[src/rtl/mem_copy_pkg.sv]
// mem_copy_pkg: shared state encoding and constants for the block-copy engine
package mem_copy_pkg;
  localparam int DEF_AW = 8;
  localparam int DEF_DW = 8;
  localparam int CYCLES_PER_BYTE = 3;
  typedef enum logic [2:0] {IDLE, READ, LATCH, WRITE, DONE} state_t;
endpackage

[src/rtl/mem_copy_addr_gen.sv]
// mem_copy_addr_gen: byte index counter, wrapping source/destination addresses and last-byte flag
module mem_copy_addr_gen import mem_copy_pkg::*; #(
  parameter int AW = DEF_AW
) (
  input  logic          clk,
  input  logic          reset,
  input  logic          clear,
  input  logic          inc,
  input  logic [AW-1:0] src,
  input  logic [AW-1:0] dst,
  input  logic [AW-1:0] length,
  output logic [AW-1:0] src_addr,
  output logic [AW-1:0] dst_addr,
  output logic          last
);
  logic [AW-1:0] index;
  always_ff @(posedge clk)
    if (reset || clear) index <= '0;
    else if (inc) index <= index + 1'b1;
  assign src_addr = src + index;
  assign dst_addr = dst + index;
  assign last = index + 1'b1 == length;
endmodule

[src/rtl/mem_copy_engine.sv]
// mem_copy_engine: byte-at-a-time block copier that masters the data memory (read, capture, write).
// Defining MEM_COPY_CHECKSUM_EN adds a checksum output summing every captured byte.
module mem_copy_engine import mem_copy_pkg::*; #(
  parameter int AW = DEF_AW,
  parameter int DW = DEF_DW
) (
  input  logic          clk,
  input  logic          reset,
  input  logic          start,
  input  logic [AW-1:0] src_addr,
  input  logic [AW-1:0] dst_addr,
  input  logic [AW-1:0] length,
  output logic          busy,
  output logic          done,
  output logic          mem_read,
  output logic          mem_write,
  output logic [AW-1:0] mem_addr,
  output logic [DW-1:0] mem_wdata,
`ifdef MEM_COPY_CHECKSUM_EN
  output logic [DW-1:0] checksum,
`endif
  input  logic [DW-1:0] mem_rdata
);
  state_t state, state_nx;
  logic [AW-1:0] src_r, dst_r, len_r, rd_addr, wr_addr;
  logic [DW-1:0] data_r;
  logic accept, last;
  assign accept = state == IDLE && start;
  mem_copy_addr_gen #(.AW(AW)) u_addr (
    .clk      (clk),
    .reset    (reset),
    .clear    (accept),
    .inc      (state == WRITE),
    .src      (src_r),
    .dst      (dst_r),
    .length   (len_r),
    .src_addr (rd_addr),
    .dst_addr (wr_addr),
    .last     (last)
  );
  always_ff @(posedge clk)
    state <= reset ? IDLE : state_nx;
  always_comb begin
    state_nx = state;
    case (state)
      IDLE:    state_nx = start ? (length == '0 ? DONE : READ) : IDLE;
      READ:    state_nx = LATCH;
      LATCH:   state_nx = WRITE;
      WRITE:   state_nx = last ? DONE : READ;
      default: state_nx = IDLE;
    endcase
  end
  always_ff @(posedge clk)
    if (reset) begin
      src_r  <= '0;
      dst_r  <= '0;
      len_r  <= '0;
      data_r <= '0;
    end else begin
      if (accept) begin
        src_r <= src_addr;
        dst_r <= dst_addr;
        len_r <= length;
      end
      if (state == LATCH) data_r <= mem_rdata;
    end
  assign busy      = state != IDLE;
  assign done      = state == DONE;
  assign mem_read  = state == READ;
  assign mem_write = state == WRITE;
  assign mem_addr  = mem_read ? rd_addr : mem_write ? wr_addr : '0;
  assign mem_wdata = mem_write ? data_r : '0;
`ifdef MEM_COPY_CHECKSUM_EN
  always_ff @(posedge clk)
    if (reset || accept) checksum <= '0;
    else if (state == LATCH) checksum <= checksum + mem_rdata;
`endif
  assert property (@(posedge clk) disable iff (reset) !(mem_read && mem_write));
endmodule

[config.mk]
export PLATFORM = sky130hd
export DESIGN_NAME = mem_copy_engine
export DESIGN_NICKNAME = d
export VERILOG_FILES = /design/src/rtl/mem_copy_pkg.sv /design/src/rtl/mem_copy_addr_gen.sv /design/src/rtl/mem_copy_engine.sv
export SDC_FILE = /design/constraint.sdc
export NUM_CORES = 1
export LEC_CHECK = 0
export CORE_MARGIN = 2
export CORE_UTILIZATION = 50
export DETAILED_ROUTE_END_ITERATION = 16
export PLACE_DENSITY_LB_ADDON = 0.05
export SYNTH_ARGS = -nofsm -noshare
export SYNTH_HDL_FRONTEND = slang
export SYNTH_SLANG_ARGS = --single-unit
[constraint.sdc]
create_clock -name clk -period 3.7 [get_ports clk]
set_clock_uncertainty 0.15 [all_clocks]
set_input_delay 0.925 -clock clk [delete_from_list [all_inputs] [get_ports clk]]
set_output_delay 0.925 -clock clk [all_outputs]
set_load 0.005 [all_outputs]
==> flow_metrics.tcl, run 1 <==
set metrics [dict create \
    synth-seq-cells 43 \
    cts_tree "yes" \
    critPathKind "reg -> out" \
    ff_latch_area_um2 862 \
    synth_edf_count 0 \
    worst_pin_slew_ns 0.540 \
    drt_first_pass_iters 4 \
    yosys_warnings 0 \
    power_switching_w 0.000287 \
    r2r_cells 6 \
    cts_hold_buf 0 \
    synth_simple_gate_area_share_pct 23.2 \
    seq_area_frac_synth_pct 33.3 \
    syn_area_um2 2580 \
    critPathLaunchType "register" \
    synthMuxAreaShare_pct 4.70 \
    synthArstFlopShare_pct 0 \
    crit_path_end "mem_addr[7]" \
    setup_violations 0 \
    synth_top_family_by_area "simple AND/OR/NAND/NOR gates" \
    clk_latency_ns 0.29 \
    clockBufferDepth 2 \
    syn_area_per_cell_um2 8.08 \
    grt_first_pass_wirelength_um 10300 \
    synth_xor_area_share_pct 7.79 \
    worstPathMaxFanout 7 \
    seq_power_share_pct 50.9 \
    pwr-share-clk_pct 27.9 \
    r2r_end "state[0]" \
    slew_headroom_pct 63.9 \
    swShare_pct 28.3 \
    die_h_um 75.9 \
    required_ns 2.62 \
    first_global_vias 2249 \
    grt_remaining_overflow 0 \
    rr_startpoint "u_addr.index[4]" \
    synth_fa_ha_area_share_pct 8.81 \
    htreeDepth 2 \
    via_per_inst 5.35 \
    core.rowCount 26 \
    vdd_drop_max_uv 229 \
    hold_violations 0 \
    drive_gt1_share_pct 7.24 \
    first_iter_violations 110 \
    ios 55 \
    clock_sinks 43 \
    multi_input_area_um2 1610 \
    drcViolationCount 0 \
    syn_inst 320 \
    totalWireLength_um 6100 \
    antenna_found_initial 0 \
    p_comb_share_pct 21.1 \
    placed_area_um2 3190 \
    clkTransAtPathRegs_ns 0.08 \
    fp.dieW_um 75.9 \
    yosysUniqueCellTypes 53 \
    ys.flop_type "dfxtp_1" \
    synth-compound-area-share_pct 17.4 \
    max_freq_mhz 277 \
    finalCritPeriodShare_pct 97.6 \
    clockRootBuffer "clkbuf_8" \
    track_usage_pct 21.7 \
    core-area_um2 5040 \
    crit_start "u_addr.index[4]" \
    dpl.hpwl_um 4550 \
    cp.arrival_ns 2.53 \
    mostFrequentLayoutCells "nand2_1 (61), clkdlybuf4s50_1 (53), dfxtp_1 (42)" \
    initial_core_util_pct 51.3 \
    layout_commonest_cell "nand2_1" \
    fin_setup_tns_ns 0 \
    n_fill_cell 452 \
    synthToLayoutAreaGrowth_pct 26.7 \
    status "finished, final reports clean" \
    fin_area_um2 3280 \
    maxCapViolCount 0 \
    min_period_ns 3.61 \
    fp.dieArea_um2 5760 \
    leakagePower_nw 1.29 \
    routedWlPerCell_um 13.8 \
    p_int_w 0.000727 \
    vias 2368 \
    hold_class "reg -> reg" \
    cp-end-kind "primary output" \
    slew_viol_final 0 \
    powerDensity_nw_per_um2 310 \
    synth_nets 372 \
    regToRegSetupSlack_ns 1.49 \
    grt_max_degree 27 \
    grt_setup_unrepaired "no" \
    io_buffers 54 \
    finalNetCount 426 \
    cts-buffers-inserted 5 \
    gp_congestion 0.816 \
    ant_nets 0 \
    antenna_cells 0 \
]
==> cell families (layout without fill, tap and decap cells) <==
kind of cell / count (synthesis) / count (layout)
DFF: 43 / 43
AOI/OAI and AO/OA: 72 / 72
adders and majority gates: 17 / 17
xor gates and xnor gates: 23 / 23
and+or+nand+nor: 127 / 127
muxes: 12 / 12
buffers and inverters: 26 / 79
==> cells in the mapped netlist (all sizes together), types with 3 or more instances <==
master	n	area, um^2
nand2	62	235
dfxtp	43	861
a21oi	31	155
nor2	21	78.8
ha	15	188
xnor2	15	131
o21ai	12	60.1
inv	11	41.3
mux2i	11	110
clkbuf	10	47.5
and2	9	56.3
xor2	8	70.1
nor4	7	43.8
nand3	6	35.0
nor3	6	35.0
a21o	5	37.5
buf	5	36.3
o21a	4	30.0
nand2b	3	18.8
nor2b	3	18.8
or3	3	25.0
==> cell type report <==
type	count	share of cell area (%)
clock buffer	5	2.10
clock inverter	1	0.229
inverter	11	1.26
multi-input combinational	251	49.1
sequential	43	26.3
tap	70	2.67
timing repair buffer	62	18.3
==> critical path, stage by stage, from the launching register on <==
cell             delay [ns]
dfxtp_1                0.55
ha_1                   0.33
a21oi_1                0.10
or4b_2                 0.66
nand3_1                0.11
clkdlybuf4s50_1        0.49
==> worst min path at each step <==
| stage | startpoint | end | slack, ns | depth (start not counted) |
|---|---|---|---|---|
| global placement | src_r[5] | src_r[5] | 0.30 | 2 |
| detailed placement | dst_r[0] | dst_r[0] | 0.30 | 2 |
| global route | src_r[0] | src_r[0] | 0.34 | 2 |
| floorplan | dst_r[0] | dst_r[0] | 0.29 | 2 |
| CTS | dst_r[0] | dst_r[0] | 0.32 | 2 |
| finish | src_r[2] | src_r[2] | 0.31 | 2 |
==> per-stage QoR <==
stage | power (W) | hold slack, ns | utilization (%) | std cells | setup slack (ns)
final | 0.00101 | 0.314 | 65.0 | 443 | 0.0906
after global routing | 0.00107 | 0.338 | 65.0 | 443 | 0.00302
after CTS | 0.00103 | 0.315 | 64.7 | 443 | 0.0276
after detailed placement | 0.000742 | 0.302 | 63.3 | 437 | 0.162
after global placement | 0.000738 | 0.300 | 63.3 | 437 | 0.184
after floorplan | 0.000655 | 0.291 | - | 320 | 0.689
==> timing repair <==
| item | in CTS | in global routing |
|---|---|---|
| pin swaps | 0 | 2 |
| resized for setup | 2 | 4 |
| buffers inserted | 0 | 0 |
| endpoints found under the setup margin | 1 | 3 |
==> routing by layer <==
metal  share of wire (%)  GRT usage [%]  up-vias  wire length [um]
met5                   0              0        -                 0
met4                0.93           5.27        0                57
met3                 6.3           5.36        6               385
met2                  44           35.3       67              2680
met1                  49           29.3     1084              2970
li1                    -              -     1211                 -
==> state kept, by name, summed over array words and instances (netlist names) <==
signal / flops
u_addr.index: 8
state: 3
dst_r: 8
data_r: 8
src_r: 8
len_r: 8
==> power by group through the flow <==
stage / Combinational, W / Sequential, W / Clock [W]
floorplan: 0.000135 / 0.000520 / 0
CTS: 0.000216 / 0.000517 / 0.000293
detailed placement: 0.000215 / 0.000527 / 0
finish: 0.000214 / 0.000517 / 0.000283
global route: 0.000241 / 0.000521 / 0.000307
global placement: 0.000211 / 0.000527 / 0
No activity file was read; power rests on OpenSTA's default activity.
==> run 2, diff against run 1 <==
CORE_UTILIZATION = 46   (was 50)
clock period = 3.25 ns   (was 3.7 ns; I/O delays follow)
==> flow_metrics.tcl, run 2 (synthesis results as in run 1) <==
set metrics [dict create \
    gp_congestion 0.813 \
    min_period_ns 3.18 \
    grt_max_degree 27 \
    ios 55 \
    grt_first_pass_wirelength_um 10800 \
    fp.dieArea_um2 6240 \
    hold_violations 0 \
    clock_sinks 43 \
    clockBufferDepth 2 \
    die_h_um 79.0 \
    ant_nets 0 \
    initial_core_util_pct 47.2 \
    fin_area_um2 3460 \
    grt_use_met2_pct 35.5 \
    core-area_um2 5470 \
    grt-busiest-layer "met2" \
    drive_gt1_share_pct 14.7 \
    dpl.hpwl_um 4850 \
    cpMostUsedCell "a21o_1" \
    first_iter_violations 82 \
    cp.arrival_ns 2.22 \
    whs_ns 0.317 \
    critPathKind "reg -> out" \
    finalCritPeriodShare_pct 97.9 \
    powerDensity_nw_per_um2 356 \
    io_buffers 54 \
    status "finished, final reports clean" \
    via_per_inst 5.20 \
    clockRootBuffer "clkbuf_8" \
    fp.dieW_um 79.0 \
    slowest_stage "dfxtp_4" \
    crit_chain "ha_2, fa_2, a21o_1, a21o_1, a21oi_2, mux2i_1, o21ai_0, o31ai_1, buf_2" \
    drcViolationCount 0 \
    finalNetCount 439 \
    synthToLayoutAreaGrowth_pct 33.8 \
    leakagePower_nw 1.38 \
    worst_pin_slew_ns 0.530 \
    grt_setup_unrepaired "yes" \
    slew_viol_final 0 \
    utilization_pct 63.2 \
    grt_remaining_overflow 0 \
    cts-buffers-inserted 5 \
    core.rowCount 27 \
    maxCapViolCount 0 \
    met1_usage_pct 28.9 \
    slew_headroom_pct 64.5 \
    drt_first_pass_iters 4 \
    vias 2394 \
    max_freq_mhz 314 \
    cp-end-kind "primary output" \
    antenna_found_initial 0 \
    totalWireLength_um 6410 \
    fin_setup_tns_ns 0 \
    mostFrequentLayoutCells "nand2_1 (61), clkdlybuf4s50_1 (50), dfxtp_1 (38)" \
    placed_area_um2 3270 \
    use_met3_pct 5.45 \
    max_stage_delay_ns 0.37 \
    n_fill_cell 508 \
    cts_tree "yes" \
    worstPathMaxFanout 3 \
    clkTransAtPathRegs_ns 0.08 \
    clk_latency_ns 0.30 \
    required_ns 2.29 \
    layout_commonest_cell "nand2_1" \
    critPathLaunchType "register" \
    first_global_vias 2343 \
    vdd_drop_max_uv 274 \
    setup_violations 0 \
    routedWlPerCell_um 13.9 \
    hold_class "reg -> reg" \
    track_usage_pct 21.8 \
    htreeDepth 2 \
    antenna_cells 0 \
    power_w 0.00123 \
]
run 2: per-stage QoR:
step	worst slack (ns)	instances
final	0.0692	460
after floorplan	0.352	320
after CTS	-0.157	459
after detailed placement	-0.170	449
after global routing	-0.0542	460
after global placement	-0.136	449
run 2: power breakdown:
part / switching (W) / internal (W) / leakage, nW
Sequential: 0.0000283 / 0.000561 / 0.353
Clock: 0.000195 / 0.000193 / 0.0505
Combinational: 0.000124 / 0.000128 / 0.978
run 2: routing by layer:
layer / up-vias / wire length (um)
met5: - / 0
met4: 0 / 80
met3: 8 / 260
met2: 42 / 2950
met1: 1100 / 3120
li1: 1244 / -
run 2: repair_timing:
action | in CTS | in global routing
setup buffers | 2 | 1
pin swaps | 7 | 6
setup endpoints to repair | 5 | 4
gates resized for setup | 20 | 12
gates cloned | 0 | 0
hold buffers | 0 | 0
run 2: worst paths after layout:
check,start,to,slack (ns),depth (start not counted)
max,u_addr.index[0],mem_addr[6],0.07,9
max reg2reg,u_addr.index[0],state[0],1.00,8
min reg2reg,src_r[6],src_r[6],0.32,2
min,src_r[6],src_r[6],0.32,2
run 2: area by class of cell:
class	count	area [um^2]	share of cell area, %
inverter	11	41.3	1.19
clock inverter	1	7.51	0.217
clock buffer	7	96.3	2.79
tap	72	90.1	2.60
sequential	43	870	25.1
timing repair buffer	75	689	19.9
multi-input combinational	251	1660	48.1
run 2: worst max-delay path: cells and delay by family (launching register included):
family	cells	cell delay (ns)
adders and majority gates	2	0.53
DFF	1	0.37
muxes	1	0.18
buffers and inverters	1	0.15
AOI/OAI and AO/OA	5	0.68
